`src/rtl/tawas_slice_sched_pkg.sv`:
```
// ============================================================================
//  tawas_sched_pkg
//  Shared slice-state encodings, error codes and helpers for the Tawas
//  per-slice load/store scheduler.
//  Revision: 1.0
// ============================================================================
`default_nettype none

package tawas_sched_pkg;

    typedef enum logic [1:0] {
        ST_RUN   = 2'd0,
        ST_LWAIT = 2'd1,
        ST_FENCE = 2'd2
    } slice_st_t;

    localparam logic [1:0] ERR_NONE = 2'd0;
    localparam logic [1:0] ERR_OVF  = 2'd1;
    localparam logic [1:0] ERR_UDF  = 2'd2;

    // Index of the lowest set bit (0 when none set).
    function automatic logic [1:0] lowest_idx(input logic [3:0] v);
        logic [1:0] idx;
        idx = 2'd0;
        for (int i = 3; i >= 0; i--) begin
            if (v[i]) idx = 2'(i);
        end
        return idx;
    endfunction

endpackage

`default_nettype wire

```
`src/rtl/tawas_slice_sched_if.sv`:
```
// ============================================================================
//  tawas_slice_sched_if
//  LS-issue / RCN-response / fetch-stall bundle of the slice scheduler.
//  Revision: 1.0
// ============================================================================
`default_nettype none

interface tawas_slice_sched_if #(
    parameter int CNT_W = 3
);
    logic               req_vld;
    logic [1:0]         req_slice;
    logic               req_load;
    logic               fence_vld;
    logic [1:0]         fence_slice;
    logic               rsp_vld;
    logic [1:0]         rsp_slice;
    logic [3:0]         rcn_stall;
    logic [4*CNT_W-1:0] outst_cnt;
    logic               err_vld;
    logic [1:0]         err_slice;
    logic               timeout;

    modport master (
        output req_vld, req_slice, req_load, fence_vld, fence_slice,
               rsp_vld, rsp_slice,
        input  rcn_stall, outst_cnt, err_vld, err_slice, timeout
    );

    modport slave (
        input  req_vld, req_slice, req_load, fence_vld, fence_slice,
               rsp_vld, rsp_slice,
        output rcn_stall, outst_cnt, err_vld, err_slice, timeout
    );
endinterface

`default_nettype wire

```
`src/rtl/tawas_slice_track.sv`:
```
// ============================================================================
//  tawas_slice_track
//  Outstanding-transaction counter and RUN/LWAIT/FENCE sequencer for one slice.
//  Revision: 1.0
// ============================================================================
`default_nettype none

module tawas_slice_track
    import tawas_sched_pkg::*;
#(
    parameter int MAX_OUTST = 3,
    parameter int CNT_W     = 3
`ifdef TAWAS_SCHED_TIMEOUT_EN
    ,
    parameter int TIMEOUT   = 1023
`endif
) (
    input  wire logic             clk,
    input  wire logic             rst,
    input  wire logic             req,
    input  wire logic             load,
    input  wire logic             rsp,
    input  wire logic             fence,
`ifdef TAWAS_SCHED_TIMEOUT_EN
    input  wire logic             exp_grant,
    output logic                  exp_req,
`endif
    output logic                  stall,
    output logic [CNT_W-1:0]      cnt,
    output logic                  ovf,
    output logic                  udf
);

    localparam logic [CNT_W-1:0] c_max = CNT_W'(MAX_OUTST);

    logic [CNT_W-1:0] r_cnt;
    logic [CNT_W-1:0] r_pos;
    slice_st_t        r_st;

    logic             w_req_acc;
    logic             w_rsp_acc;
    logic [CNT_W-1:0] w_cnt_nxt;

    assign ovf       = req && (r_cnt == c_max) && !rsp;
    assign udf       = rsp && (r_cnt == '0);
    assign w_req_acc = req && !ovf;
    assign w_rsp_acc = rsp && !udf;

    always_comb begin
        w_cnt_nxt = r_cnt;
        case ({w_req_acc, w_rsp_acc})
            2'b10:   w_cnt_nxt = r_cnt + 1'b1;
            2'b01:   w_cnt_nxt = r_cnt - 1'b1;
            default: w_cnt_nxt = r_cnt;
        endcase
    end

    always_ff @(posedge clk or posedge rst) begin
        if (rst) begin
            r_cnt <= '0;
            r_pos <= '0;
            r_st  <= ST_RUN;
        end else
`ifdef TAWAS_SCHED_TIMEOUT_EN
        if (exp_grant) begin
            r_cnt <= '0;
            r_pos <= '0;
            r_st  <= ST_RUN;
        end else
`endif
        begin
            r_cnt <= w_cnt_nxt;
            case (r_st)
                ST_RUN: begin
                    // A same-cycle response retires one older entry ahead of the load.
                    if (w_req_acc && load) begin
                        r_st  <= ST_LWAIT;
                        r_pos <= r_cnt - CNT_W'(w_rsp_acc);
                    end else if (fence && !(req && load) && (w_cnt_nxt != '0)) begin
                        r_st  <= ST_FENCE;
                    end
                end
                ST_LWAIT: begin
                    if (w_rsp_acc) begin
                        if (r_pos == '0) r_st <= ST_RUN;
                        else             r_pos <= r_pos - 1'b1;
                    end
                end
                ST_FENCE: begin
                    if (w_cnt_nxt == '0) r_st <= ST_RUN;
                end
                default: r_st <= ST_RUN;
            endcase
        end
    end

`ifdef TAWAS_SCHED_TIMEOUT_EN
    localparam int             WD_W     = (TIMEOUT > 1) ? $clog2(TIMEOUT) : 1;
    localparam logic [WD_W-1:0] c_wd_lim = WD_W'(TIMEOUT - 1);

    logic [WD_W-1:0] r_wd;

    // Saturates one short of TIMEOUT so recovery lands on the TIMEOUT-th edge.
    always_ff @(posedge clk or posedge rst) begin
        if (rst) begin
            r_wd <= '0;
        end else if (exp_grant || (r_st == ST_RUN)) begin
            r_wd <= '0;
        end else if (r_wd != c_wd_lim) begin
            r_wd <= r_wd + 1'b1;
        end
    end

    assign exp_req = (r_st != ST_RUN) && (r_wd == c_wd_lim);
`endif

    assign stall = (r_st != ST_RUN) || (r_cnt == c_max);
    assign cnt   = r_cnt;

endmodule

`default_nettype wire

```
`src/rtl/tawas_slice_sched.sv`:
```
// ============================================================================
//  tawas_slice_sched
//  Four-slice RCN load/store sequencer driving the fetch stall vector.
//  Optional watchdog recovery: define TAWAS_SCHED_TIMEOUT_EN.
//  Revision: 1.0
// ============================================================================
`default_nettype none

module tawas_slice_sched
    import tawas_sched_pkg::*;
#(
    parameter int MAX_OUTST = 3,
    parameter int CNT_W     = 3,
    parameter int TIMEOUT   = 1023
) (
    input  wire logic            clk,
    input  wire logic            rst,
    tawas_slice_sched_if.slave   bus
);

    if ((MAX_OUTST < 1) || (MAX_OUTST > 7) || (MAX_OUTST >= (1 << CNT_W)) ||
        (TIMEOUT < 1)) begin : g_bad_param
        $error("tawas_slice_sched: illegal MAX_OUTST/CNT_W/TIMEOUT");
    end

    logic [3:0]         w_req;
    logic [3:0]         w_rsp;
    logic [3:0]         w_fence;
    logic [3:0]         w_stall;
    logic [3:0]         w_ovf;
    logic [3:0]         w_udf;
    logic [4*CNT_W-1:0] w_cnt_flat;
    logic [1:0]         w_err_code;

    logic               r_err_vld;
    logic [1:0]         r_err_slice;

`ifdef TAWAS_SCHED_TIMEOUT_EN
    logic [3:0]         w_exp_req;
    logic [3:0]         w_exp_gnt;
    logic               r_timeout;

    // Lowest requesting slice recovers now; the rest hold and go next cycle.
    assign w_exp_gnt = w_exp_req & (~w_exp_req + 4'd1);
`endif

    for (genvar gi = 0; gi < 4; gi++) begin : g_slice
        assign w_req[gi]   = bus.req_vld   && (bus.req_slice   == 2'(gi));
        assign w_rsp[gi]   = bus.rsp_vld   && (bus.rsp_slice   == 2'(gi));
        assign w_fence[gi] = bus.fence_vld && (bus.fence_slice == 2'(gi));

        tawas_slice_track #(
            .MAX_OUTST (MAX_OUTST),
            .CNT_W     (CNT_W)
`ifdef TAWAS_SCHED_TIMEOUT_EN
            ,
            .TIMEOUT   (TIMEOUT)
`endif
        ) u_track (
            .clk       (clk),
            .rst       (rst),
            .req       (w_req[gi]),
            .load      (bus.req_load),
            .rsp       (w_rsp[gi]),
            .fence     (w_fence[gi]),
`ifdef TAWAS_SCHED_TIMEOUT_EN
            .exp_grant (w_exp_gnt[gi]),
            .exp_req   (w_exp_req[gi]),
`endif
            .stall     (w_stall[gi]),
            .cnt       (w_cnt_flat[gi*CNT_W +: CNT_W]),
            .ovf       (w_ovf[gi]),
            .udf       (w_udf[gi])
        );
    end

    // Only one request and one response per cycle, so each error type names one slice.
    always_comb begin
        w_err_code = ERR_NONE;
        if (|w_ovf)      w_err_code = ERR_OVF;
        else if (|w_udf) w_err_code = ERR_UDF;
    end

    always_ff @(posedge clk or posedge rst) begin
        if (rst) begin
            r_err_vld   <= 1'b0;
            r_err_slice <= 2'd0;
`ifdef TAWAS_SCHED_TIMEOUT_EN
            r_timeout   <= 1'b0;
`endif
        end else begin
            r_err_vld <= (w_err_code != ERR_NONE);
            case (w_err_code)
                ERR_OVF: r_err_slice <= bus.req_slice;
                ERR_UDF: r_err_slice <= bus.rsp_slice;
                default: begin
`ifdef TAWAS_SCHED_TIMEOUT_EN
                    if (|w_exp_req) r_err_slice <= lowest_idx(w_exp_req);
`endif
                end
            endcase
`ifdef TAWAS_SCHED_TIMEOUT_EN
            r_timeout <= |w_exp_req;
`endif
        end
    end

    assign bus.rcn_stall = w_stall;
    assign bus.outst_cnt = w_cnt_flat;
    assign bus.err_vld   = r_err_vld;
    assign bus.err_slice = r_err_slice;
`ifdef TAWAS_SCHED_TIMEOUT_EN
    assign bus.timeout   = r_timeout;
`else
    assign bus.timeout   = 1'b0;
`endif

endmodule

`default_nettype wire

```
`src/flat_wrapper.sv`:
```
// flat-port wrapper written by rule: the top's interface ports become plain ports
module tawas_slice_sched_flat import tawas_sched_pkg::*;
#(
    parameter int MAX_OUTST = 3,
    parameter int CNT_W     = 3,
    parameter int TIMEOUT   = 1023
)
  (clk, rst, bus_req_vld, bus_req_slice, bus_req_load, bus_fence_vld, bus_fence_slice, bus_rsp_vld, bus_rsp_slice, bus_rcn_stall, bus_outst_cnt, bus_err_vld, bus_err_slice, bus_timeout);
  tawas_slice_sched_if #(.CNT_W(CNT_W)) bus_i ();
  input  wire logic clk;
  input  wire logic rst;
  input wire logic [$bits(bus_i.req_vld)-1:0] bus_req_vld;
  input wire logic [$bits(bus_i.req_slice)-1:0] bus_req_slice;
  input wire logic [$bits(bus_i.req_load)-1:0] bus_req_load;
  input wire logic [$bits(bus_i.fence_vld)-1:0] bus_fence_vld;
  input wire logic [$bits(bus_i.fence_slice)-1:0] bus_fence_slice;
  input wire logic [$bits(bus_i.rsp_vld)-1:0] bus_rsp_vld;
  input wire logic [$bits(bus_i.rsp_slice)-1:0] bus_rsp_slice;
  output wire logic [$bits(bus_i.rcn_stall)-1:0] bus_rcn_stall;
  output wire logic [$bits(bus_i.outst_cnt)-1:0] bus_outst_cnt;
  output wire logic [$bits(bus_i.err_vld)-1:0] bus_err_vld;
  output wire logic [$bits(bus_i.err_slice)-1:0] bus_err_slice;
  output wire logic [$bits(bus_i.timeout)-1:0] bus_timeout;
  assign bus_i.req_vld = bus_req_vld;
  assign bus_i.req_slice = bus_req_slice;
  assign bus_i.req_load = bus_req_load;
  assign bus_i.fence_vld = bus_fence_vld;
  assign bus_i.fence_slice = bus_fence_slice;
  assign bus_i.rsp_vld = bus_rsp_vld;
  assign bus_i.rsp_slice = bus_rsp_slice;
  assign bus_rcn_stall = bus_i.rcn_stall;
  assign bus_outst_cnt = bus_i.outst_cnt;
  assign bus_err_vld = bus_i.err_vld;
  assign bus_err_slice = bus_i.err_slice;
  assign bus_timeout = bus_i.timeout;
  tawas_slice_sched #(.MAX_OUTST(MAX_OUTST), .CNT_W(CNT_W), .TIMEOUT(TIMEOUT)) u_core (.clk(clk), .rst(rst), .bus(bus_i));
endmodule
```
`config.mk`:
```
export PLATFORM = sky130hd
export DESIGN_NAME = tawas_slice_sched_flat
export DESIGN_NICKNAME = d
export VERILOG_FILES = /design/src/rtl/tawas_slice_sched_pkg.sv /design/src/rtl/tawas_slice_sched_if.sv /design/src/rtl/tawas_slice_track.sv /design/src/rtl/tawas_slice_sched.sv /design/src/flat_wrapper.sv
export SDC_FILE = /design/constraint.sdc
export NUM_CORES = 1
export LEC_CHECK = 0
export BUFFER_PORTS_ARGS = -buffer_cell sky130_fd_sc_hd__buf_2
export CAP_MARGIN = 15
export CORE_UTILIZATION = 53
export CTS_CLUSTER_SIZE = 16
export DETAILED_ROUTE_END_ITERATION = 10
export GPL_TIMING_DRIVEN = 0
export PLACE_DENSITY_LB_ADDON = 0.25
export SYNTH_ARGS = -nofsm -noshare
export SYNTH_HDL_FRONTEND = slang
export SYNTH_SLANG_ARGS = --single-unit
```
`constraint.sdc`:
```
create_clock -name clk -period 2.4 [get_ports clk]
set_clock_uncertainty 0.2 [all_clocks]
set_input_delay 0.36 -clock clk [delete_from_list [all_inputs] [get_ports clk]]
set_output_delay 0.36 -clock clk [all_outputs]
set_load 0.05 [all_outputs]
```
## Word level (Yosys, flattened, before mapping)

Index checks and enable logic that the tools add are counted.

- $add $sub $neg: 16
- Eq/ne operators: 55
- Muxes and demuxes: 47
- Reductions and logical operators: 111

Operators by type and width:

| kind | number |
|---|---|
| $logic_and A1 B1 Y1 | 48 |
| $pmux W3 S2 | 8 |
| $mux W2 | 22 |
| $ne A2 B2 Y1 const B | 20 |
| $logic_not A3 Y1 | 12 |
| $mux W3 | 12 |
| $reduce_and A4 Y1 | 8 |
| $eq A2 B2 Y1 const B | 15 |
| $eq A2 B1 Y1 const B | 12 |
| $pmux W2 S3 | 4 |
| $sub A3 B1 Y3 const B | 8 |
| $reduce_bool A2 Y1 | 10 |
| $logic_not A1 Y1 | 16 |
| $logic_not A2 Y1 | 7 |
| $add A3 B1 Y3 const B | 4 |
| $eq A3 B2 Y1 const B | 4 |
| $ne A3 B3 Y1 const B | 4 |
| $reduce_bool A3 Y1 | 4 |
| $sub A3 B1 Y3 | 4 |
| $reduce_or A4 Y1 | 2 |
| $logic_or A1 B1 Y1 | 4 |
| $pmux W2 S2 | 1 |

- Register bits: 35
- Bits of input ports: 12
- Word-level logic and storage cells: 243

## Logic depth before layout (Yosys ltp)

Gate-level depths: netlist of the first run.

- Word-level depth: 13
- Depth in mapped cells: 11
- Mapped depth without buffers: 11

## Modules after synthesis

From an unflattened synthesis of the first run, not the netlist that was laid out.

- Cells, all modules: 288
- Area total of the unflattened synthesis: 2841.5 um^2

Modules (own cells, without submodules):

| module | instances | cells each | area each (um^2) | sequential area each (um^2) |
|---|---|---|---|---|
| tawas_slice_track (u_core.g_slice[1].u_track ...) | 3 | 66 | 660.6 | 200.2 |
| tawas_slice_track (u_core.g_slice[0].u_track) | 1 | 60 | 604.3 | 200.2 |
| tawas_slice_sched | 1 | 30 | 255.2 | 75.1 |

## Worst setup path before layout of the first run

No wires, ideal clock.

- Path type: register to register
- From: register u_core.g_slice[3].u_track.r_cnt[0]
- To: register u_core.g_slice[3].u_track.r_st[1]
- Library setup time: 0.086 ns
- Data arrival time: 2.357 ns
- Path slack: -0.243 ns
- Stages on the path, launching flop included: 11
- Cell sequence: dfrtp_1 > or3_1 > nor2b_1 > ha_1 > inv_1 > fa_1 > xor2_1 > nor2_1 > xor2_1 > nor2_1 > nor3_1

- Word-level cells in the longest chain between the ends: 11

Ends and longest elaborated chain:

| element | line | source |
|---|---|---|
| from (decl) | tawas_slice_track.sv:36 | `logic [CNT_W-1:0] r_cnt;` |
| from (signal assigned) | tawas_slice_track.sv:72 | `r_cnt <= w_cnt_nxt;` |
| $eq A3 B2 Y1 | tawas_slice_track.sv:44 | `assign ovf = req && (r_cnt == c_max) && !rsp;` |
| $logic_and A1 B1 Y1 (2 in series) | tawas_slice_track.sv:44 |  |
| $logic_not A1 Y1 | tawas_slice_track.sv:46 | `assign w_req_acc = req && !ovf;` |
| $logic_and A1 B1 Y1 | tawas_slice_track.sv:46 |  |
| $eq A2 B1 Y1 or $eq A2 B2 Y1 (tied branches) | tawas_slice_track.sv:51 | `case ({w_req_acc, w_rsp_acc})` |
| $pmux W3 S2 (*) | tawas_slice_track.sv:51 |  |
| net u_core.g_slice[3].u_track.w_cnt_nxt[2] | tawas_slice_track.sv:42 | `logic [CNT_W-1:0] w_cnt_nxt;` |
| $reduce_bool A3 Y1 | tawas_slice_track.sv:79 | `end else if (fence && !(req && load) && (w_cnt_nxt != '0)) begin` |
| $logic_and A1 B1 Y1 | tawas_slice_track.sv:79 |  |
| $ne A3 B3 Y1 (no line) | - |  |
| $reduce_and A4 Y1 (no line) (*) | - |  |
| to (signal assigned) | tawas_slice_track.sv:77 | `r_st <= ST_LWAIT;` |
| to (signal assigned) | tawas_slice_track.sv:80 | `r_st <= ST_FENCE;` |
| to (signal assigned) | tawas_slice_track.sv:85 | `if (r_pos == '0) r_st <= ST_RUN;` |
| to (decl) | tawas_slice_track.sv:38 | `slice_st_t r_st;` |

Mark *: on every way through the listed nets, which the timed path passes. The rest lies on a longest branch.
A chain may end at the register's enable or synchronous reset.

## Worst setup path after layout of the first run

- From: register u_core.g_slice[3].u_track.r_cnt[0]
- To: register u_core.g_slice[3].u_track.r_st[1]

- Word-level cells in the longest chain between the ends: 11

Ends and longest elaborated chain:

| element | line |
|---|---|
| $eq A3 B2 Y1 | tawas_slice_track.sv:44 |
| $logic_and A1 B1 Y1 (2 in series) | tawas_slice_track.sv:44 |
| $logic_not A1 Y1 | tawas_slice_track.sv:46 |
| $logic_and A1 B1 Y1 | tawas_slice_track.sv:46 |
| $eq A2 B1 Y1 or $eq A2 B2 Y1 (tied branches) | tawas_slice_track.sv:51 |
| $pmux W3 S2 | tawas_slice_track.sv:51 |
| $reduce_bool A3 Y1 | tawas_slice_track.sv:79 |
| $logic_and A1 B1 Y1 | tawas_slice_track.sv:79 |
| $ne A3 B3 Y1 (no line) | - |
| $reduce_and A4 Y1 (no line) | - |

Several ways; a longest one is shown, not always the timed one.

==> qor.csv, run 1 <==
stage;metric;value;unit
cells_and_area;Area Overhead vs Synth;24.1;%
placement;Final Wtd Congestion;0.773;
clocking;CTS Buf Count;5;
job;max cap viols;0;
floorplanning;Initial Utilization;56.4;%
route;DRC viols;2;
global_routing;largest net degree at the start of global routing;36;
floorplanning;core footprint;4470;µm²
placement;Post-DP HPWL;3710;µm
synthesis;Yosys top cell area share;34.7;%
global_routing;first-pass GRT wire length;8800;µm
floorplanning;DIE WIDTH;71.0;µm
route;Routed WL per cell;14.1;µm
synthesis;Synth Cell Area;2520;µm²
worst_setup_path;Worst setup SP type;flop;
floorplanning;Std-Cell Rows;24;
sta;Final Hold Vio Count;3;
synthesis;Post-synth top cells;dfrtp_1 (35), inv_1 (27), ha_1 (20), a21oi_1 (19);
cells_and_area;Antenna diodes;0;
sta;Relative slew margins;49.6;%
floorplanning;die area;5040;µm²
worst_setup_path;Crit. End Element;flop;
worst_setup_path;reg-to-reg endpoint;u_core.g_slice[3].u_track.r_st[1];
worst_setup_path;Critical path origin;u_core.g_slice[3].u_track.cnt[0];
route;DRT Wirelength;5430;µm
placement;port bufs;29;
sta;final hold slack;-3.18;ps
clocking;clock buffer depth;2;
global_routing;initial antenna violation count;0;
worst_setup_path;Critical Path RT;2410;ps
synthesis;Seq cells post-synth;35;
synthesis;Syn Area/Cell;9.41;µm²
sta;Worst-Margin Slew;755;ps
sta;Setup-failing EPs final;1;
worst_setup_path;reg2reg setup slack;-30;ps
cells_and_area;Final Non-Filler Cells;384;
clocking;Root Driver;clkbuf_8;
power;Cell Pwr Density;1360;nW/µm²
power;Worst VDD drop;0.924;mV
worst_setup_path;CP Class;reg -> reg;
synthesis;number of synthesized flops with an enable pin;0;
route;drt via density;5.58;
hold_path;worst min path class;in -> async;
worst_setup_path;Reg2Reg Launch Point;u_core.g_slice[3].u_track.cnt[0];
global_routing;gr usage total;22.3;%
global_routing;vias in the first global route;1919;
clocking;Clk Latency, worst-skew pair;290;ps
synthesis;Yosys top cell by area;dfrtp_1;
synthesis;count leader, synth;dfrtp_1;
sta;crit share post-route;101;%
sta;Final min period;2430;ps
worst_setup_path;Critical Path End;u_core.g_slice[3].u_track.r_st[1];
route;post-route ant nets;0;
floorplanning;chip height;71.0;µm
global_routing;grt ovf;0;
placement;worst slack at placement;-278;ps
placement;dpl cells;349;
synthesis;Synth Instances;268;
synthesis;Syn. warnings;0;
cells_and_area;share of post-route cells with drive strength above 1;35.8;%
synthesis;post-synth net total;304;
status;failing checks;DRC, hold timing, setup timing;
sta;RSZ-0062 raised after global routing;true;
cells_and_area;fin nets;367;
clocking;Post-CTS Hold Buffers;0;
floorplanning;IO Pins;32;
synthesis;post-synthesis sequential area ratio;34.7;%
sta;worst setup margin;-35.0;ps
clocking;Worst-path clk slew;80;ps
synthesis;top post-synthesis cells by area;dfrtp_1 (35%), ha_1 (9.9%), inv_1 (4.0%), xor2_1 (3.8%), a21oi_1 (3.8%);
route;Vias;2141;
worst_setup_path;crit path max fanout;4;
synthesis;Distinct cells, synth;59;
synthesis;async set or reset register ratio after synthesis;100;%
worst_setup_path;CP arrival;2440;ps
clocking;H-tree depth;2;
route;initial DRC count;118;
power;static leakage;1.46;nW
clocking;Clock Sinks;35;
route;Detailed Routing Iterations Pass 1;7;
sta;Final Slew Violations;0;
clocking;CTS tree;done;
power;Tot Pwr;0.00425;W
worst_setup_path;worst reg-to-reg path cell count;9;
sta;Max Fclk;0.411;GHz
synthesis;Synth Flop Type;dfrtp_1;
status;outcome;complete, but fails checks;
## per-layer routing
layer	global-route usage, %	vias to the layer above	share of wire, %
met5	0	-	0
met4	6.67	0	0.99
met3	4.56	4	3.5
met2	37.1	34	49
met1	29.5	1037	47
li1	-	1066	-
## cells in the final DEF (no fill, tap or decap), drive strengths merged, types with 2 or more instances in the layout
master  netlist  routed
a211o         5       5
a21oi        22      22
a22oi         3       3
a31oi         3       3
and3b         5       5
buf           8      64
clkbuf        2       9
dfrtp        35      35
fa            4       4
ha           20      20
inv          27      27
mux2i         5       5
nand2        15      15
nand2b        7       7
nand3         8       8
nand3b        3       3
nand4b        3       3
nor2         15      15
nor2b         6       6
nor3          9       9
o21ai        12      12
o22a          2       2
o31ai         3       3
or3           6       6
or3b          2       2
xnor2         5       5
xor2         11      11
## worst min-delay path by stage
stage / start / end / slack [ps] / depth (start not counted)
floorplan: u_core.g_slice[3].u_track.r_st[1] / u_core.g_slice[3].u_track.r_st[0] / 250 / 1
global placement: u_core.g_slice[3].u_track.r_st[1] / u_core.g_slice[3].u_track.r_st[0] / 270 / 1
detailed placement: u_core.g_slice[3].u_track.r_st[1] / u_core.g_slice[3].u_track.r_st[0] / 270 / 1
CTS: rst / u_core.g_slice[3].u_track.r_st[0] / 30 / 2
global route: rst / u_core.g_slice[0].u_track.cnt[0] / 70 / 2
finish: rst / u_core.g_slice[0].u_track.cnt[2] / -3 / 2
## through the flow
step / area, µm² / TNS (ps) / hold WS, ps / utilization, %
2_1_floorplan: 2540 / -72.6 / 248 / -
3_3_place_gp: 2750 / -720 / 269 / 61.4
3_5_place_dp: 2750 / -903 / 271 / 61.4
4_1_cts: 2910 / -30.9 / 33.3 / 64.9
5_1_grt: 3130 / -292 / 70.5 / 70.0
6_report: 3130 / -35.0 / -3.18 / 70.0
## power by group
| group | switching, W | internal [W] | total, W | leakage [nW] |
|---|---|---|---|---|
| Clock | 0.000216 | 0.000204 | 0.000420 | 0.0422 |
| Combinational | 0.00160 | 0.00110 | 0.00270 | 1.01 |
| Sequential | 0.000248 | 0.000885 | 0.00113 | 0.408 |
| Total | 0.00206 | 0.00219 | 0.00425 | 1.46 |
## worst max-delay path, cell delays in order (launching register included)
cell and delay [ps]:
dfrtp_2 430, and3b_2 230, a211o_1 300, ha_4 180
inv_1 70, fa_2 440, nor2b_2 170, a22oi_1 150
nor2_1 80, nor3_2 100
## area by class of cell
class | count | area, µm²
buffer | 10 | 66.3
clock buffer | 7 | 76.3
sequential | 35 | 891
tap | 52 | 65.1
fill | 336 | 1340
clock inverter | 1 | 5.00
timing repair buffer | 56 | 348
multi-input combinational | 196 | 1580
inverter | 27 | 101
## registers in the layout (all words and copies together) (netlist names)
signal and flops:
u_core.bus.err_slice 2, u_core.bus.err_vld 1, u_core.g_slice.u_track.cnt 12, u_core.g_slice.u_track.r_pos 12, u_core.g_slice.u_track.r_st 8
## timing repair
item	4_1_cts	5_1_grt
endpoints found under the setup margin	4	6
pin swaps	3	16
setup buffers	7	20
hold endpoints to repair	0	0
gates resized for setup	8	22
## kinds of logic after synthesis
family	count (synthesis)	synth area share [%]
xor gates and xnor gates	16	5.56
AOI/OAI and AO/OA	63	17.6
DFF	35	34.7
buffers and inverters	37	6.65
adders and majority gates	24	13.1
and+or+nand+nor	86	19.8
muxes	6	2.43
other	1	0.149
(Power assumes the default switching activity.)
==> run 2: changes to the inputs <==
- PLACE_DENSITY: default -> 0.76
- PLACE_DENSITY_LB_ADDON: 0.25 -> default
==> run 2 against run 1 <==
Against the previous run: the flow finishes with violations (hold timing, setup timing); global-route usage up 0.99 points; via count up 0.89%; wire length up 7.2%; largest cell class unchanged; core utilization up 0.95 points; cell count down 0.26%; worst setup slack better by 2.6 ps; highest routed layer unchanged; first-iteration DRC count up 16%; sequential power about the same; flip-flop and latch count unchanged.
==> qor.csv, run 2 (synthesized netlist as in run 1, its figures left out) <==
stage;metric;value;unit;change
status;outcome;complete, but fails checks;;unchanged
status;failing checks;hold timing, setup timing;;was DRC, hold timing, setup timing
clocking;CTS Buf Count;5;;unchanged
clocking;Root Driver;clkbuf_8;;unchanged
cells_and_area;Antenna diodes;0;;unchanged
power;static leakage;1.48;nW;was 1.46 nW
clocking;Post-CTS Hold Buffers;0;;unchanged
floorplanning;DIE WIDTH;71.0;µm;unchanged
global_routing;grt ovf;0;;unchanged
sta;Max Fclk;0.411;GHz;about the same
placement;Post-DP HPWL;3800;µm;was 3710 µm
route;DRC viols;0;;was 2
route;DRT Wirelength;5820;µm;was 5430 µm
cells_and_area;Area Overhead vs Synth;25.8;%;was 24.1%
global_routing;vias in the first global route;2017;;was 1919
worst_setup_path;Critical path origin;u_core.g_slice[3].u_track.cnt[0];;unchanged
worst_setup_path;reg-to-reg endpoint;u_core.g_slice[3].u_track.r_st[1];;unchanged
worst_setup_path;Critical Path RT;2410;ps;about the same
power;Cell Pwr Density;1380;nW/µm²;was 1360 nW/µm²
worst_setup_path;CP Class;reg -> reg;;unchanged
cells_and_area;most common cell after layout, fill and taps aside;buf_4;;unchanged
cells_and_area;fin nets;366;;was 367
worst_setup_path;Worst setup SP type;flop;;unchanged
route;Vias;2160;;was 2141
worst_setup_path;Reg2Reg Launch Point;u_core.g_slice[3].u_track.cnt[0];;unchanged
clocking;CTS tree;done;;unchanged
worst_setup_path;reg2reg setup slack;-30;ps;about the same
floorplanning;chip height;71.0;µm;unchanged
global_routing;initial antenna violation count;0;;unchanged
route;Routed WL per cell;15.2;µm;was 14.1 µm
sta;worst setup margin;-32.3;ps;was -35.0 ps
route;post-route ant nets;0;;unchanged
floorplanning;Std-Cell Rows;24;;unchanged
sta;RSZ-0062 raised after global routing;true;;unchanged
hold_path;worst min path class;in -> async;;unchanged
sta;final hold slack;-14.8;ps;was -3.18 ps
global_routing;first-pass GRT wire length;9200;µm;was 8800 µm
sta;Worst-Margin Slew;761;ps;was 755 ps
sta;Final min period;2430;ps;about the same
cells_and_area;FILL cells;346;;was 336
worst_setup_path;crit path max-delay cell type;fa_2;;unchanged
floorplanning;die area;5040;µm²;unchanged
floorplanning;core footprint;4470;µm²;unchanged
sta;Setup-failing EPs final;1;;unchanged
cells_and_area;commonest cells after routing, fill and taps aside;buf_4 (31), buf_2 (28), inv_1 (23), dfrtp_1 (23), a21oi_1 (18);;was buf_4 (32), buf_2 (30), inv_1 (24)
worst_setup_path;crit path max fanout;4;;unchanged
floorplanning;Initial Utilization;56.4;%;unchanged
job;max cap viols;0;;unchanged
placement;Final Wtd Congestion;0.783;;was 0.773
clocking;Clock Sinks;35;;unchanged
sta;Relative slew margins;49.2;%;was 49.6%
sta;Final Hold Vio Count;9;;was 3
cells_and_area;fin area;3170;µm²;was 3130 µm²
worst_setup_path;critical path's largest stage delay;420;ps;was 440 ps
floorplanning;IO Pins;32;;unchanged
placement;port bufs;29;;unchanged
power;Worst VDD drop;0.927;mV;was 0.924 mV
worst_setup_path;crit path cell chain;and3b_2, a211o_1, ha_4, inv_1, fa_2, nor2b_4, a22oi_2, nor2_2, nor3_2;;was and3b_2, a211o_1, ha_4, inv_1, fa_2, nor2b_2, a22oi_1, nor2_1, nor3_2
worst_setup_path;worst reg-to-reg path cell count;9;;unchanged
route;Detailed Routing Iterations Pass 1;7;;unchanged
placement;Area after DPL;2750;µm²;unchanged
worst_setup_path;Critical Path End;u_core.g_slice[3].u_track.r_st[1];;unchanged
clocking;clock buffer depth;2;;unchanged
cells_and_area;share of post-route cells with drive strength above 1;37.8;%;was 35.8%
clocking;Clk Latency, worst-skew pair;300;ps;was 290 ps
sta;Final Slew Violations;0;;unchanged
route;drt via density;5.64;;was 5.58
clocking;H-tree depth;2;;unchanged
worst_setup_path;Crit. End Element;flop;;unchanged
global_routing;largest net degree at the start of global routing;36;;unchanged
placement;worst slack at placement;-323;ps;was -278 ps
global_routing;gr usage total;23.3;%;was 22.3%
power;Tot Pwr;0.00437;W;was 0.00425 W
sta;crit share post-route;101;%;about the same
clocking;Worst-path clk slew;80;ps;about the same
route;initial DRC count;137;;was 118
cells_and_area;Final Util;70.9;%;was 70.0%
worst_setup_path;CP arrival;2440;ps;about the same
## run 2: cell types whose count changed in the layout (fill, tap and decap cells not counted), moves of 2 or more
cell / previous run / this run
nor2_2: 0 / 2
a22oi_2: 1 / 3
buf_6: 1 / 3
nor2_1: 15 / 13
a22oi_1: 2 / 0
nor3_2: 2 / 4
buf_2: 30 / 28
clkbuf_8: 5 / 7
## run 2: final cells by class
cell class	instances	area, µm²	share of cell area (%)
Multi-Input combinational cell	196	1600	50.3
Sequential cell	35	891	28.1
Timing Repair Buffer	55	353	11.1
Inverter	27	101	3.19
Clock buffer	8	100	3.15
Buffer	10	66.3	2.09
Tap cell	52	65.1	2.05
## run 2: where the power goes
part	switching, W	leakage [nW]	internal (W)
Combinational	0.00162	1.02	0.00113
Sequential	0.000252	0.408	0.000885
Clock	0.000226	0.0515	0.000262
## run 2: worst max-delay path: cells and delay by family (launching register included)
family                   cells  cell delay, ps
flip-flops                   1             410
AND/OR/NAND/NOR              4             620
buffers and inverters        1              60
AO/OA/AOI/OAI                2             450
adder cells (fa/ha/maj)      2             600
## run 2: how the worst min path moves through the flow
stage                                                    end  slack (ps)
after floorplan            u_core.g_slice[3].u_track.r_st[0]         250
final                     u_core.g_slice[0].u_track.r_pos[1]         -10
after CTS                 u_core.g_slice[0].u_track.r_pos[1]          30
after global placement     u_core.g_slice[3].u_track.r_st[0]         270
after global routing        u_core.g_slice[0].u_track.cnt[0]          70
after detailed placement   u_core.g_slice[3].u_track.r_st[0]         270
## run 2: metrics by stage
stage	instances	hold slack [ps]	setup TNS (ps)
floorplan	268	248	-72.6
global placement	349	269	-780
detailed placement	349	270	-947
CTS	367	31.3	-50.1
global route	383	73.8	-378
finish	383	-14.8	-32.3
## run 2: timing repair
item / CTS / global route
buffers inserted: 10 / 16
endpoints found under the setup margin: 4 / 6
resized for setup: 10 / 30
gates cloned: 0 / 0
endpoints found under the hold margin: 0 / 0
pin swaps: 3 / 18
## run 2: per-layer routing
layer / wire [µm] / vias to the layer above / GRT usage, %
met5: 0 / - / 0
met4: 87 / 0 / 8.22
met3: 245 / 13 / 4.13
met2: 2880 / 54 / 39.1
met1: 2610 / 1031 / 30.4
li1: - / 1062 / -
==> run 3: changes to the inputs <==
- CORE_UTILIZATION: 53 -> 63
- PLACE_DENSITY: 0.76 -> 0.85
- clock period: 2.4 -> 3.1 ns (I/O delays scaled with it)
==> run 3 against run 2 <==
Against the previous run: the flow now finishes without violations; first-iteration DRC count shrank 24%; power decreased by 33%; die area fell by 15%; via count is 6.0% lower; clock-buffer cell count fell by 3; flip-flop and latch count is the same; critical path depth increased by 1; register-to-register slack gained 560 ps; largest power group unchanged.
==> qor.csv, run 3 (synthesized netlist as in run 1, its figures left out) <==
stage;metric;value;unit;change
worst_setup_path;crit path max fanout;7;;was 4
worst_setup_path;CP Class;reg -> reg;;unchanged
route;initial DRC count;104;;was 137
worst_setup_path;Reg2Reg Launch Point;u_core.g_slice[3].u_track.cnt[0];;unchanged
route;Routed WL per cell;14.4;µm;was 15.2 µm
clocking;Post-CTS Hold Buffers;0;;unchanged
floorplanning;Initial Utilization;67.4;%;was 56.4%
sta;Final min period;2570;ps;was 2430 ps
sta;Max Fclk;0.389;GHz;was 0.411 GHz
power;static leakage;1.34;nW;was 1.48 nW
route;DRT Wirelength;5110;µm;was 5820 µm
worst_setup_path;Worst setup SP type;flop;;unchanged
power;Tot Pwr;0.00292;W;was 0.00437 W
route;drt via density;5.73;;was 5.64
global_routing;vias in the first global route;2017;;unchanged
sta;Fin Setup TNS;0;ps;was -32.3 ps
clocking;Clk Latency, worst-skew pair;290;ps;was 300 ps
cells_and_area;fin nets;341;;was 366
floorplanning;core footprint;3740;µm²;was 4470 µm²
cells_and_area;FILL cells;281;;was 346
worst_setup_path;Stages on worst setup path;10;;was 9
cells_and_area;commonest cells after routing, fill and taps aside;dfrtp_1 (35), buf_2 (30), inv_1 (27);;was buf_4 (31), buf_2 (28), inv_1 (23), dfrtp_1 (23), a21oi_1 (18)
clocking;Post-CTS Setup Inserts;0;;was 10
clocking;clock buffer depth;2;;unchanged
placement;worst slack at placement;285;ps;was -323 ps
sta;worst setup margin;531;ps;was -32.3 ps
worst_setup_path;Crit. End Element;flop;;unchanged
placement;port bufs;29;;unchanged
power;Cell Pwr Density;1030;nW/µm²;was 1380 nW/µm²
hold_path;worst min path class;in -> async;;unchanged
global_routing;gr usage total;26.8;%;was 23.3%
worst_setup_path;Critical path origin;u_core.g_slice[3].u_track.cnt[0];;unchanged
clocking;post-CTS resize count;0;;was 10
worst_setup_path;reg-to-reg endpoint;u_core.g_slice[3].u_track.r_st[1];;unchanged
clocking;H-tree depth;2;;unchanged
clocking;CTS Buf Count;5;;unchanged
sta;final hold slack;50.7;ps;was -14.8 ps
floorplanning;IO Pins;32;;unchanged
clocking;CTS tree;done;;unchanged
worst_setup_path;critical path's largest stage delay;460;ps;was 420 ps
clocking;Clock Sinks;35;;unchanged
cells_and_area;Antenna diodes;0;;unchanged
cells_and_area;Final Non-Filler Cells;354;;was 383
floorplanning;die area;4260;µm²;was 5040 µm²
sta;RSZ-0062 raised after global routing;false;;was true
sta;Worst-Margin Slew;649;ps;was 761 ps
worst_setup_path;crit path cell chain;or3_1, nor2b_1, ha_1, inv_1, fa_1, xor2_1, nor2_1, xor2_1, nor2_1, nor3_1;;was and3b_2, a211o_1, ha_4, inv_1, fa_2, nor2b_4, a22oi_2, nor2_2, nor3_2
placement;Final Wtd Congestion;0.941;;was 0.783
worst_setup_path;Critical Path RT;3110;ps;was 2410 ps
worst_setup_path;Critical Path End;u_core.g_slice[3].u_track.r_st[1];;unchanged
sta;Relative slew margins;56.7;%;was 49.2%
sta;Final Hold Vio Count;0;;was 9
worst_setup_path;worst reg-to-reg path cell count;10;;was 9
placement;dpl cells;346;;was 349
clocking;Root Driver;clkbuf_8;;unchanged
power;Worst VDD drop;0.800;mV;was 0.927 mV
global_routing;grt ovf;0;;unchanged
route;post-route ant nets;0;;unchanged
placement;Post-DP HPWL;3890;µm;was 3800 µm
route;Vias;2030;;was 2160
floorplanning;chip height;65.3;µm;was 71.0 µm
worst_setup_path;crit path max-delay cell type;dfrtp_1;;was fa_2
route;Detailed Routing Iterations Pass 1;4;;was 7
route;DRC viols;0;;unchanged
sta;Final Slew Violations;0;;unchanged
floorplanning;DIE WIDTH;65.3;µm;was 71.0 µm
job;max cap viols;0;;unchanged
worst_setup_path;reg2reg setup slack;530;ps;was -30 ps
sta;Setup-failing EPs final;0;;was 1
cells_and_area;Seq. cell area;876;µm²;was 891 µm²
worst_setup_path;WP buf/inv;1;;unchanged
sta;crit share post-route;82.9;%;was 101%
clocking;Worst-path clk slew;80;ps;about the same
cells_and_area;share of post-route cells with drive strength above 1;18.6;%;was 37.8%
status;outcome;finished, final reports clean;;was complete, but fails checks
worst_setup_path;family with the most delay on the worst path;simple AND/OR/NAND/NOR gates;;unchanged
cells_and_area;multi-input gate area in the final layout;1480;µm²;was 1600 µm²
cells_and_area;Area Overhead vs Synth;12.5;%;was 25.8%
floorplanning;Std-Cell Rows;22;;was 24
global_routing;first-pass GRT wire length;8710;µm;was 9200 µm
global_routing;initial antenna violation count;0;;unchanged
worst_setup_path;CP arrival;2580;ps;was 2440 ps
global_routing;largest net degree at the start of global routing;23;;was 36
cells_and_area;most common cell after layout, fill and taps aside;dfrtp_1;;was buf_4
==> run 3: worst register-to-register path, delay by kind of cell (launching register included) <==
family | cells | cell delay [ps]
fa+ha+maj | 2 | 630
flops | 1 | 460
simple gates | 5 | 790
xor+xnor | 2 | 350
buf+inv | 1 | 60
==> run 3: final cells by class <==
cell class / instances / area share, %
Buffer: 10 / 2.34
Clock buffer: 5 / 2.42
Clock inverter: 3 / 0.529
Inverter: 27 / 3.57
Multi-Input combinational cell: 196 / 52.1
Sequential cell: 35 / 30.9
Tap cell: 48 / 2.12
Timing Repair Buffer: 30 / 6.08
==> run 3: stage by stage <==
step	instance area, µm²	util [%]
after global routing	2840	75.8
after CTS	2840	75.8
after detailed placement	2760	73.6
final	2840	75.8
after global placement	2730	72.9
after floorplan	2520	-
==> run 3: worst min path at each step <==
stage | start | to | slack [ps]
2_1_floorplan | u_core.g_slice[3].u_track.r_st[1] | u_core.g_slice[3].u_track.r_st[0] | 250
3_3_place_gp | u_core.g_slice[3].u_track.r_st[1] | u_core.g_slice[3].u_track.r_st[0] | 270
3_5_place_dp | u_core.g_slice[3].u_track.r_st[1] | u_core.g_slice[3].u_track.r_st[0] | 280
4_1_cts | rst | u_core.g_slice[1].u_track.r_pos[2] | 70
5_1_grt | rst | u_core.g_slice[1].u_track.r_pos[2] | 100
6_report | rst | u_core.g_slice[1].u_track.r_pos[2] | 50
==> run 3: report_power, final <==
part / switching (W) / internal (W) / leakage [nW]
logic: 0.00110 / 0.000603 / 0.868
clock network: 0.000171 / 0.000154 / 0.0477
registers: 0.000222 / 0.000670 / 0.420
total: 0.00150 / 0.00143 / 1.34
==> run 3: metal layers <==
metal / part of all wire [%] / wire length (µm) / up-vias / GRT usage [%]
met2: 49 / 2490 / 38 / 45.9
li1: - / - / 1022 / -
met1: 45 / 2290 / 959 / 32.1
met4: 1.8 / 93 / 0 / 10.1
met5: 0 / 0 / - / 0
met3: 4.6 / 234 / 11 / 6.94
